File: config.mk
export PLATFORM = sky130hd
export DESIGN_NAME = uart_rx_sampler
export DESIGN_NICKNAME = d
export VERILOG_FILES = /design/src/rtl/uart_rx_sampler.sv
export SDC_FILE = /design/constraint.sdc
export NUM_CORES = 1
export LEC_CHECK = 0
export CAP_MARGIN = 15
export CORE_AREA = 2 2 48 50
export DETAILED_ROUTE_END_ITERATION = 8
export DIE_AREA = 0 0 50 52
export GPL_TIMING_DRIVEN = 0
export PLACE_DENSITY = 0.72
export REMOVE_ABC_BUFFERS = 1
export SLEW_MARGIN = 20
export SYNTH_ARGS = -nofsm -noshare
export SYNTH_HDL_FRONTEND = slang
export SYNTH_SLANG_ARGS = --single-unit
File: constraint.sdc
create_clock -name Clk -period 3.45 [get_ports Clk]
set_input_delay 0.5175 -clock Clk [delete_from_list [all_inputs] [get_ports Clk]]
set_output_delay 0.5175 -clock Clk [all_outputs]
set_load 0.05 [all_outputs]
File: src/rtl/uart_rx_sampler.sv
// Oversampling bit sampler for a UART receiver: edge/bit counters plus mid-bit sample capture.
// Define MAJORITY_VOTE_EN to decide each bit by 2-of-3 vote around the bit centre.
module uart_rx_sampler (
  input  logic       Clk,
  input  logic       Rst,
  input  logic       RX_IN,
  input  logic       enable,
  input  logic [5:0] Prescale,
  input  logic       PAR_EN,
  output logic [5:0] edge_cnt,
  output logic [3:0] bit_cnt,
  output logic       sampled_bit,
  output logic       sample_valid,
  output logic       frame_done
);

  logic [5:0] p_eff;
  logic [5:0] half;
  logic [5:0] last_edge;
  logic [3:0] last_bit;
  logic       edge_wrap;
  logic       bit_wrap;
  logic       valid_q;
  logic       done_q;

  // Anything other than 16 or 32 falls back to 8x oversampling.
  always_comb begin
    case (Prescale)
      6'd16:   p_eff = 6'd16;
      6'd32:   p_eff = 6'd32;
      default: p_eff = 6'd8;
    endcase
  end

  assign half      = {1'b0, p_eff[5:1]};
  assign last_edge = p_eff - 6'd1;
  assign last_bit  = PAR_EN ? 4'd10 : 4'd9;
  // Using >= lets a shrinking Prescale pull an out-of-range count back to 0.
  assign edge_wrap = (edge_cnt >= last_edge);
  assign bit_wrap  = (bit_cnt >= last_bit);

  always_ff @(posedge Clk or posedge Rst) begin
    if (Rst) begin
      edge_cnt <= 6'd0;
      bit_cnt  <= 4'd0;
      done_q   <= 1'b0;
    end else if (!enable) begin
      edge_cnt <= 6'd0;
      bit_cnt  <= 4'd0;
      done_q   <= 1'b0;
    end else begin
      edge_cnt <= edge_wrap ? 6'd0 : edge_cnt + 6'd1;
      if (edge_wrap)
        bit_cnt <= bit_wrap ? 4'd0 : bit_cnt + 4'd1;
      done_q <= edge_wrap && bit_wrap;
    end
  end

`ifdef MAJORITY_VOTE_EN
  logic vote_early;
  logic vote_mid;

  always_ff @(posedge Clk or posedge Rst) begin
    if (Rst) begin
      vote_early  <= 1'b1;
      vote_mid    <= 1'b1;
      sampled_bit <= 1'b1;
      valid_q     <= 1'b0;
    end else if (!enable) begin
      valid_q <= 1'b0;
    end else begin
      valid_q <= (edge_cnt == half + 6'd1);
      if (edge_cnt == half - 6'd1)
        vote_early <= RX_IN;
      if (edge_cnt == half)
        vote_mid <= RX_IN;
      // Third vote is taken live from the line on the H+1 edge.
      if (edge_cnt == half + 6'd1)
        sampled_bit <= (vote_early & vote_mid) | (vote_early & RX_IN) | (vote_mid & RX_IN);
    end
  end
`else
  always_ff @(posedge Clk or posedge Rst) begin
    if (Rst) begin
      sampled_bit <= 1'b1;
      valid_q     <= 1'b0;
    end else if (!enable) begin
      valid_q <= 1'b0;
    end else begin
      valid_q <= (edge_cnt == half);
      if (edge_cnt == half)
        sampled_bit <= RX_IN;
    end
  end
`endif

  // Strobes are masked so dropping enable suppresses a pending pulse in the same cycle.
  assign sample_valid = valid_q & enable;
  assign frame_done   = done_q & enable;

endmodule
# Word level (Yosys, flattened, before mapping)
# Index checks and enable logic that the tools add are counted.
totals:
  reg_bits: 13
  input_bits: 11
  output_inout_bits: 13
  wordCells: 27
classes:
  n_addsub: 3
  order_cmp: 2
  eq_ne: 4
  mux: 9
  bitwise_logic: 2
  reduce_logical: 2
ops:
  columns: ["operator", "n"]
  rows:
  - ["two-way mux 4 bit", 3]
  - ["two-way mux 6 bit", 2]
  - ["case mux 6 bit (2 select lines)", 1]
  - ["adder 6 x 1 -> 6 bit (second input constant)", 1]
  - ["equality test 6 x 5 -> 1 bit", 1]
  - ["equality test 6 x 5 -> 1 bit (second input constant)", 1]
  - ["equality test 6 bit (second input constant)", 1]
  - ["greater-or-equal comparator 6 bit", 1]
  - ["subtractor 6 x 1 -> 6 bit (second input constant)", 1]
  - ["adder 4 x 1 -> 4 bit (second input constant)", 1]
  - ["greater-or-equal comparator 4 bit", 1]
  - ["bitwise AND 1 bit", 2]
  - ["two-way mux 1 bit", 2]
  - ["two-way mux 2 bit", 1]
  - ["inequality test 2 x 1 -> 1 bit (second input constant)", 1]
  - ["AND reduction 2 bit", 1]
  - ["logical AND 1 bit", 1]

# Longest topological paths before layout
# Gate-level depths: netlist (run 1).
depth:
  depth_word: 6
  depth_mapped: 7
  mapped_depth_nobuf: 7

# Worst setup path before layout (run 1)
# Ideal clock, no wire load.
synth_timing:
  path_kind: "input -> register"
  startpoint: "in Prescale[1]"
  endpoint: "reg bit_cnt[3]"
  setup_ns: 0.132
  t_arrival_ns: 2.083
  required_ns: 3.318
  slack_ns: 1.235
  cell_stages: 7
  path_buffers: 0
  path_cell_list: "nor4_4 -> nand2_1 -> ha_1 -> or3_1 -> o22ai_2 -> a211o_1 -> o211ai_1"
synth_between:
  elab_chain_len: 5
  word_cells_on_any_way: 6
  classes_between: "add/sub (1); order compare (1); eq/ne (3); mux (1)"
synth_rtl:
  columns: ["element", "line", "text"]
  rows:
  - ["start, declared", "8", "input logic [5:0] Prescale,"]
  - ["equality test 6 bit / equality test 6 x 5 -> 1 bit (equally long branches)", "28", "case (Prescale)"]
  - ["case mux 6 bit (2 select lines) (*)", "28", null]
  - ["subtractor 6 x 1 -> 6 bit (*)", "36", "assign last_edge = p_eff - 6'd1;"]
  - ["greater-or-equal comparator 6 bit (*)", "39", "assign edge_wrap = (edge_cnt >= last_edge);"]
  - ["inequality test 2 x 1 -> 1 bit (no line) (*)", null, null]
  - ["end signal, assigned", "54", "bit_cnt <= bit_wrap ? 4'd0 : bit_cnt + 4'd1;"]
  - ["end, declared", "11", "output logic [3:0] bit_cnt,"]
# Mark *: on every way between the ends. The rest lies on a longest branch, timed or not.
# A chain may end at the register's enable or synchronous reset.

# Worst setup path after layout (run 1)
layout_timing:
  startpoint: "in enable"
  endpoint: "out sample_valid"
layout_between:
  elab_chain_len: 1
layout_rtl:
  columns: ["element", "line", "text"]
  rows:
  - ["start, declared", "7", "input logic enable,"]
  - ["bitwise AND 1 bit", "98", "assign sample_valid = valid_q & enable;"]
  - ["end, declared", "13", "output logic sample_valid,"]
# No other way between the ends.

==> results.json, run 1 <==
{
  "setup_tns_ps": 0,
  "multiInputGateArea_um2": 519.2,
  "r2r_start": "edge_cnt[4]",
  "die_w_um": 50,
  "max_freq_mhz": 370.7,
  "syn_area_um2": 879.6,
  "grt_usage": 0.1563,
  "timing.rr.end": "bit_cnt[3]",
  "numCtsBuffers": 3,
  "finalInstanceArea_mm2": 0.001167,
  "final_cell_mix": "clkdlybuf4s50_1 (23), dfrtp_1 (12)",
  "drc": 0,
  "criticalPathCategory": "in -> out",
  "crit_required_ps": 2930,
  "placedCellCount": 145,
  "area_growth_pct": 32.72,
  "via_per_inst": 5.188,
  "placed_area_mm2": 0.001141,
  "holdPathStages": 1,
  "dp.final_hpwl_um": 1414,
  "status": "finished clean",
  "path_max_fanout": 11,
  "clock_latency_ps": 270,
  "grt_pass1_wl_um": 3215,
  "post_cts_buffers": 0,
  "p_per_area_mw_per_mm2": 276.5,
  "clockRootBuffer": "clkbuf_4",
  "period_needed_ps": 2698,
  "ios": 24,
  "die_h_um": 52,
  "grt_pass1_vias": 744,
  "synth.avg_cell_area_um2": 9.259,
  "dr.pass1.iters": 4,
  "layout_commonest_cell": "clkdlybuf4s50_1",
  "synth-edff-count": 0,
  "synth_warnings": 0,
  "cts_tree": "yes",
  "ys.flop_type": "dfrtp_1",
  "syn_inst": 95,
  "stdcell_count": 149,
  "fp.coreArea_mm2": 0.002106,
  "fillCellCount": 198,
  "yosysSeqAreaShare": 0.3713,
  "antenna_found_initial": 0,
  "clk_transition_reported_paths_ps": 80,
  "drive_gt1_frac": 0.06612,
  "min_from": "edge_cnt[0]",
  "ff2ff_path_depth": 5,
  "drtIter0Drc": 8,
  "wl_um": 1797,
  "grt_start_max_net_pins": 14,
  "yosys.cell_types.count": 37,
  "async_flop_share": 1.000,
  "hold_class": "reg -> reg",
  "vias": 773,
  "cp_slowest_stage_delay_ps": 800,
  "p_leak_nw": 0.5190,
  "die-area_mm2": 0.002600,
  "hold-path-endpoint": "edge_cnt[0]",
  "cpMostUsedCell": "clkdlybuf4s50_1",
  "relSlewSlack": 0.6646,
  "worst_pin_slew_ps": 501.5,
  "max-vdd-ir-drop_v": 0.0001684,
  "final_antenna_net_count": 0,
  "cp-start-kind": "input port",
  "worst_ep_arrival_time_ps": 2180,
  "port_buffers": 23,
  "start_util": 0.4177,
  "slowest_stage": "clkdlybuf4s50_1",
  "ys_ff_latch": 13,
  "hold_buffers": 0,
  "finalHoldViolations": 0,
  "rsz0062_at_grt": "false",
  "layout.nets": 141,
  "end_kind": "output port",
  "r2r_setup_slack_ps": 1540,
  "drv_cap": 0,
  "h-tree-depth": 1,
  "cts.sinks": 13,
  "ff_latch_area_um2": 326.6,
  "diodes": 0,
  "placementRows": 17,
  "crit_path_cell_trace": "clkdlybuf4s50_1 > and2_1 > clkdlybuf4s50_1",
  "wl_per_cell_um": 12.06,
  "fin_crit_sh": 0.7820,
  "maxSlewViolCount": 0,
  "skew_ps": 3.773,
  "grt_overflow": 0,
  "ctsResizeCount": 0,
  "clockBufferDepth": 2,
  "gp_congestion": 0.7404,
  "setup_viol": 0
}
==> worst max-delay path: cells and delay by family <==
kind / cells / cell delay, ps
buffers and inverters: 2 / 1480
and+or+nand+nor: 1 / 180
==> power breakdown <==
part | total [W] | switching, W | internal (W)
Sequential | 0.000163 | 0.00000576 | 0.000157
Combinational | 0.0000674 | 0.0000378 | 0.0000296
Clock | 0.0000927 | 0.0000480 | 0.0000447
==> through the flow <==
step / total power, W / hold slack (ps) / setup WS [ps] / util
after floorplan: 0.0002040 / 393.7 / 1235 / -
after global placement: 0.0002317 / 511.9 / 548.8 / 0.5419
after detailed placement: 0.0002338 / 513.3 / 522.6 / 0.5419
after CTS: 0.0003273 / 524.7 / 744.7 / 0.5544
after global routing: 0.0003405 / 563.8 / 656.9 / 0.5544
final: 0.0003227 / 524.3 / 752.2 / 0.5544
==> layer usage <==
layer | vias up | wire length (um) | global-route usage | part of all wire
met1 | 363 | 851 | 0.2011 | 0.47
li1 | 390 | - | - | -
met2 | 18 | 858 | 0.2719 | 0.48
met3 | 2 | 78 | 0.02299 | 0.043
met4 | 0 | 8 | 0.04167 | 0.0045
met5 | - | 0 | 0 | 0
==> area by class of cell <==
type / count / share of cell area
Clock buffer: 4 / 0.02251
Inverter: 8 / 0.02572
Multi-Input combinational cell: 73 / 0.4448
Sequential cell: 13 / 0.2797
Tap cell: 28 / 0.03001
Timing Repair Buffer: 23 / 0.1972
==> cell usage after synthesis (2+ instances only) <==
library cell,n,area [um2]
ha_1,8,100.1
dfrtp_1,12,300.3
nor2_1,8,30.03
nand2_1,6,22.52
nand3_1,8,40.04
inv_1,8,30.03
xnor2_1,2,17.52
and3_1,4,25.02
a31oi_1,2,12.51
nand2b_1,2,12.51
nor2b_1,3,18.77
a211o_1,2,17.52
xor2_1,2,17.52
o21ai_0,2,10.01
o21ai_1,3,15.01
and2_1,2,12.51
==> sequential cells by signal, summed over array words and instances (netlist names) <==
signal,count
bit_cnt,4
edge_cnt,6
sampled_bit,1
valid_q,1
done_q,1
==> kinds of logic (layout without fill, tap and decap cells) <==
logic type | count (synthesis) | after routing | synth area share
AND/OR/NAND/NOR | 42 | 42 | 0.2774
AO/OA/AOI/OAI | 18 | 18 | 0.1550
flip-flops | 13 | 13 | 0.3713
buffers and inverters | 9 | 35 | 0.03840
adder cells (fa/ha/maj) | 8 | 8 | 0.1138
XOR/XNOR | 4 | 4 | 0.03984
other | 1 | 1 | 0.004263
==> worst max path at each step <==
stage / startpoint / to
6_report: enable / sample_valid
5_1_grt: Prescale[1] / bit_cnt[3]
4_1_cts: enable / sample_valid
3_5_place_dp: Prescale[1] / bit_cnt[3]
3_3_place_gp: Prescale[1] / bit_cnt[3]
2_1_floorplan: Prescale[1] / bit_cnt[3]
Power figures use the tool's default switching activity.
==> run 2: changes to the inputs <==
==> constraint.sdc (replaced) <==
create_clock -name Clk -period 2.7 [get_ports Clk]
set_input_delay 0.405 -clock Clk [delete_from_list [all_inputs] [get_ports Clk]]
set_output_delay 0.405 -clock Clk [all_outputs]
set_load 0.05 [all_outputs]
==> results of run 2 <==
The final DEF is identical to that of run 1. Status: finished clean.
Main changes from that run: setup slack after placement 522.6 ps -> -114.9 ps; setup slack after layout 752.2 ps -> 194.3 ps; hold slack 524.3 ps -> 448.2 ps; start point of the critical path enable -> Prescale[1]; end point of the critical path sample_valid -> bit_cnt[3]; register-to-register setup slack 1540 ps -> 790 ps; total power 0.0003227 W -> 0.0004124 W; worst IR drop on VDD 0.0001684 V -> 0.0002151 V
==> run 3: changes to the inputs <==
--- a/config.mk
+++ b/config.mk
@@ -6,11 +6,11 @@
 export NUM_CORES = 1
 export LEC_CHECK = 0
 export CAP_MARGIN = 15
-export CORE_AREA = 2 2 48 50
+export CORE_AREA = 2 2 50 52
 export DETAILED_ROUTE_END_ITERATION = 8
-export DIE_AREA = 0 0 50 52
+export DIE_AREA = 0 0 52 54
 export GPL_TIMING_DRIVEN = 0
-export PLACE_DENSITY = 0.72
+export PLACE_DENSITY = 0.66
 export REMOVE_ABC_BUFFERS = 1
 export SLEW_MARGIN = 20
 export SYNTH_ARGS = -nofsm -noshare
==> run 3 against run 2 <==
Non-clock buffer count did not move. Sequential share of layout area fell by 0.060 points. Critical path depth did not move. Cell count rose by 1.3%. Count of clock-buffer cells in the layout did not move. Worst hold slack got worse by 4.1 ps. Sequential cell count did not move. Worst setup slack got worse by 20 ps. Register-to-register slack barely moved. Utilization fell by 5.0 points. Critical path type unchanged. Highest routed layer is now met3.
==> results.json, run 3 (synthesis gave the netlist of run 1 again) <==
{
  "ios": 24,
  "cts.sinks": 13,
  "endpoint": "bit_cnt[3]",
  "gp_congestion": 0.7600,
  "setup_viol": 0,
  "layout_commonest_cell": "clkdlybuf4s50_1",
  "start_util": 0.3792,
  "drive_gt1_frac": 0.06612,
  "drv_cap": 0,
  "top_register": "edge_cnt",
  "grt_overflow": 0,
  "path_max_fanout": 7,
  "layout.nets": 141,
  "largest_reg_flops": 6,
  "end_kind": "register",
  "max-vdd-ir-drop_v": 0.0002245,
  "wl_um": 1884,
  "cts_tree": "yes",
  "wl_per_cell_um": 12.48,
  "die_h_um": 54,
  "hold_class": "in -> async",
  "largestRegisters": "edge_cnt: 6 flops, bit_cnt: 4 flops",
  "post_cts_buffers": 0,
  "dp.final_hpwl_um": 1449,
  "grt_start_max_net_pins": 14,
  "criticalPathCategory": "in -> reg",
  "hold_buffers": 0,
  "max_freq_mhz": 395.9,
  "antenna_found_initial": 0,
  "final_cell_mix": "clkdlybuf4s50_1 (23), dfrtp_1 (12)",
  "diodes": 0,
  "grt_pass1_wl_um": 3194,
  "area_growth_pct": 33.00,
  "status": "finished clean",
  "finalHoldViolations": 0,
  "hold_slack_ps": 444.1,
  "grt_pass1_vias": 709,
  "ff2ff_path_depth": 5,
  "die_w_um": 52,
  "relSlewSlack": 0.6661,
  "setup_tns_ps": 0,
  "placementRows": 18,
  "r2r_start": "edge_cnt[4]",
  "clockBufferDepth": 2,
  "numCtsBuffers": 3,
  "timing.rr.end": "bit_cnt[3]",
  "final_antenna_net_count": 0,
  "skew_ps": 10.79,
  "crit_required_ps": 2860,
  "clock_latency_ps": 270,
  "maxSlewViolCount": 0,
  "h-tree-depth": 1,
  "rsz0062_at_grt": "false",
  "dr.pass1.iters": 4,
  "fp.coreArea_mm2": 0.002320,
  "clockRootBuffer": "clkbuf_4",
  "fin_crit_sh": 0.9355,
  "drc": 0,
  "port_buffers": 23,
  "r2r_setup_slack_ps": 800,
  "crit_start": "Prescale[1]",
  "p_per_area_mw_per_mm2": 357.6,
  "via_per_inst": 5.066,
  "vias": 765,
  "worst_ep_arrival_time_ps": 2690,
  "drtIter0Drc": 5,
  "worst_pin_slew_ps": 499.3,
  "clk_transition_reported_paths_ps": 90,
  "period_needed_ps": 2526,
  "die-area_mm2": 0.002808,
  "cp-start-kind": "input port",
  "grt_usage": 0.1548,
  "ctsResizeCount": 0,
  "p_leak_nw": 0.5190
}
run 3: cell counts in the layout (fill, tap and decap cells not counted):
Identical to the previous run, type by type.
run 3: final cells by class:
cell class / count / area [um2]
fillers: 233 / 1150
multi-input cells: 73 / 519.2
flip-flops and latches: 13 / 326.6
repair buffers: 23 / 230.2
well taps: 30 / 37.54
inverters: 8 / 30.03
clock buffers: 4 / 26.28
run 3: critical path, stage by stage:
cell	delay [ps]
clkdlybuf4s50_1	460
nor4_4	450
nand2_1	100
ha_1	210
or3_1	400
o22ai_2	320
a211o_1	230
o211ai_1	110
run 3: metrics by stage:
stage	total power (W)	worst slack (ps)	util	area (um2)	cells
after floorplan	0.0002606	598.0	-	875.8	94
after global placement	0.0002970	-89.92	0.4930	1144	147
after detailed placement	0.0002996	-119.7	0.4930	1144	147
after CTS	0.0004237	156.7	0.5043	1170	151
after global routing	0.0004419	31.42	0.5043	1170	151
final	0.0004183	174.3	0.5043	1170	151
run 3: layer usage:
layer,vias to the layer above,GRT usage,part of all wire
met1,361,0.2058,0.47
li1,390,-,-
met5,-,0,0
met3,0,0.03333,0.035
met2,14,0.2616,0.49
met4,0,0.02632,0
run 3: how the worst min path moves through the flow:
stage               cells past startpoint          end  slack, ps        start
floorplan                               1   bit_cnt[0]        280          Rst
global placement                        1  edge_cnt[0]        500  edge_cnt[0]
detailed placement                      1  edge_cnt[0]        520  edge_cnt[0]
CTS                                     2  edge_cnt[4]        470          Rst
global route                            2   bit_cnt[3]        490          Rst
finish                                  2  edge_cnt[4]        440          Rst
run 3: power by group:
group / switching (W) / internal, W / total, W / leakage [nW]
Clock: 0.0000663 / 0.0000571 / 0.000123 / 0.0150
Sequential: 0.00000732 / 0.000201 / 0.000208 / 0.176
Combinational: 0.0000490 / 0.0000382 / 0.0000871 / 0.328
Total: 0.000123 / 0.000296 / 0.000418 / 0.519
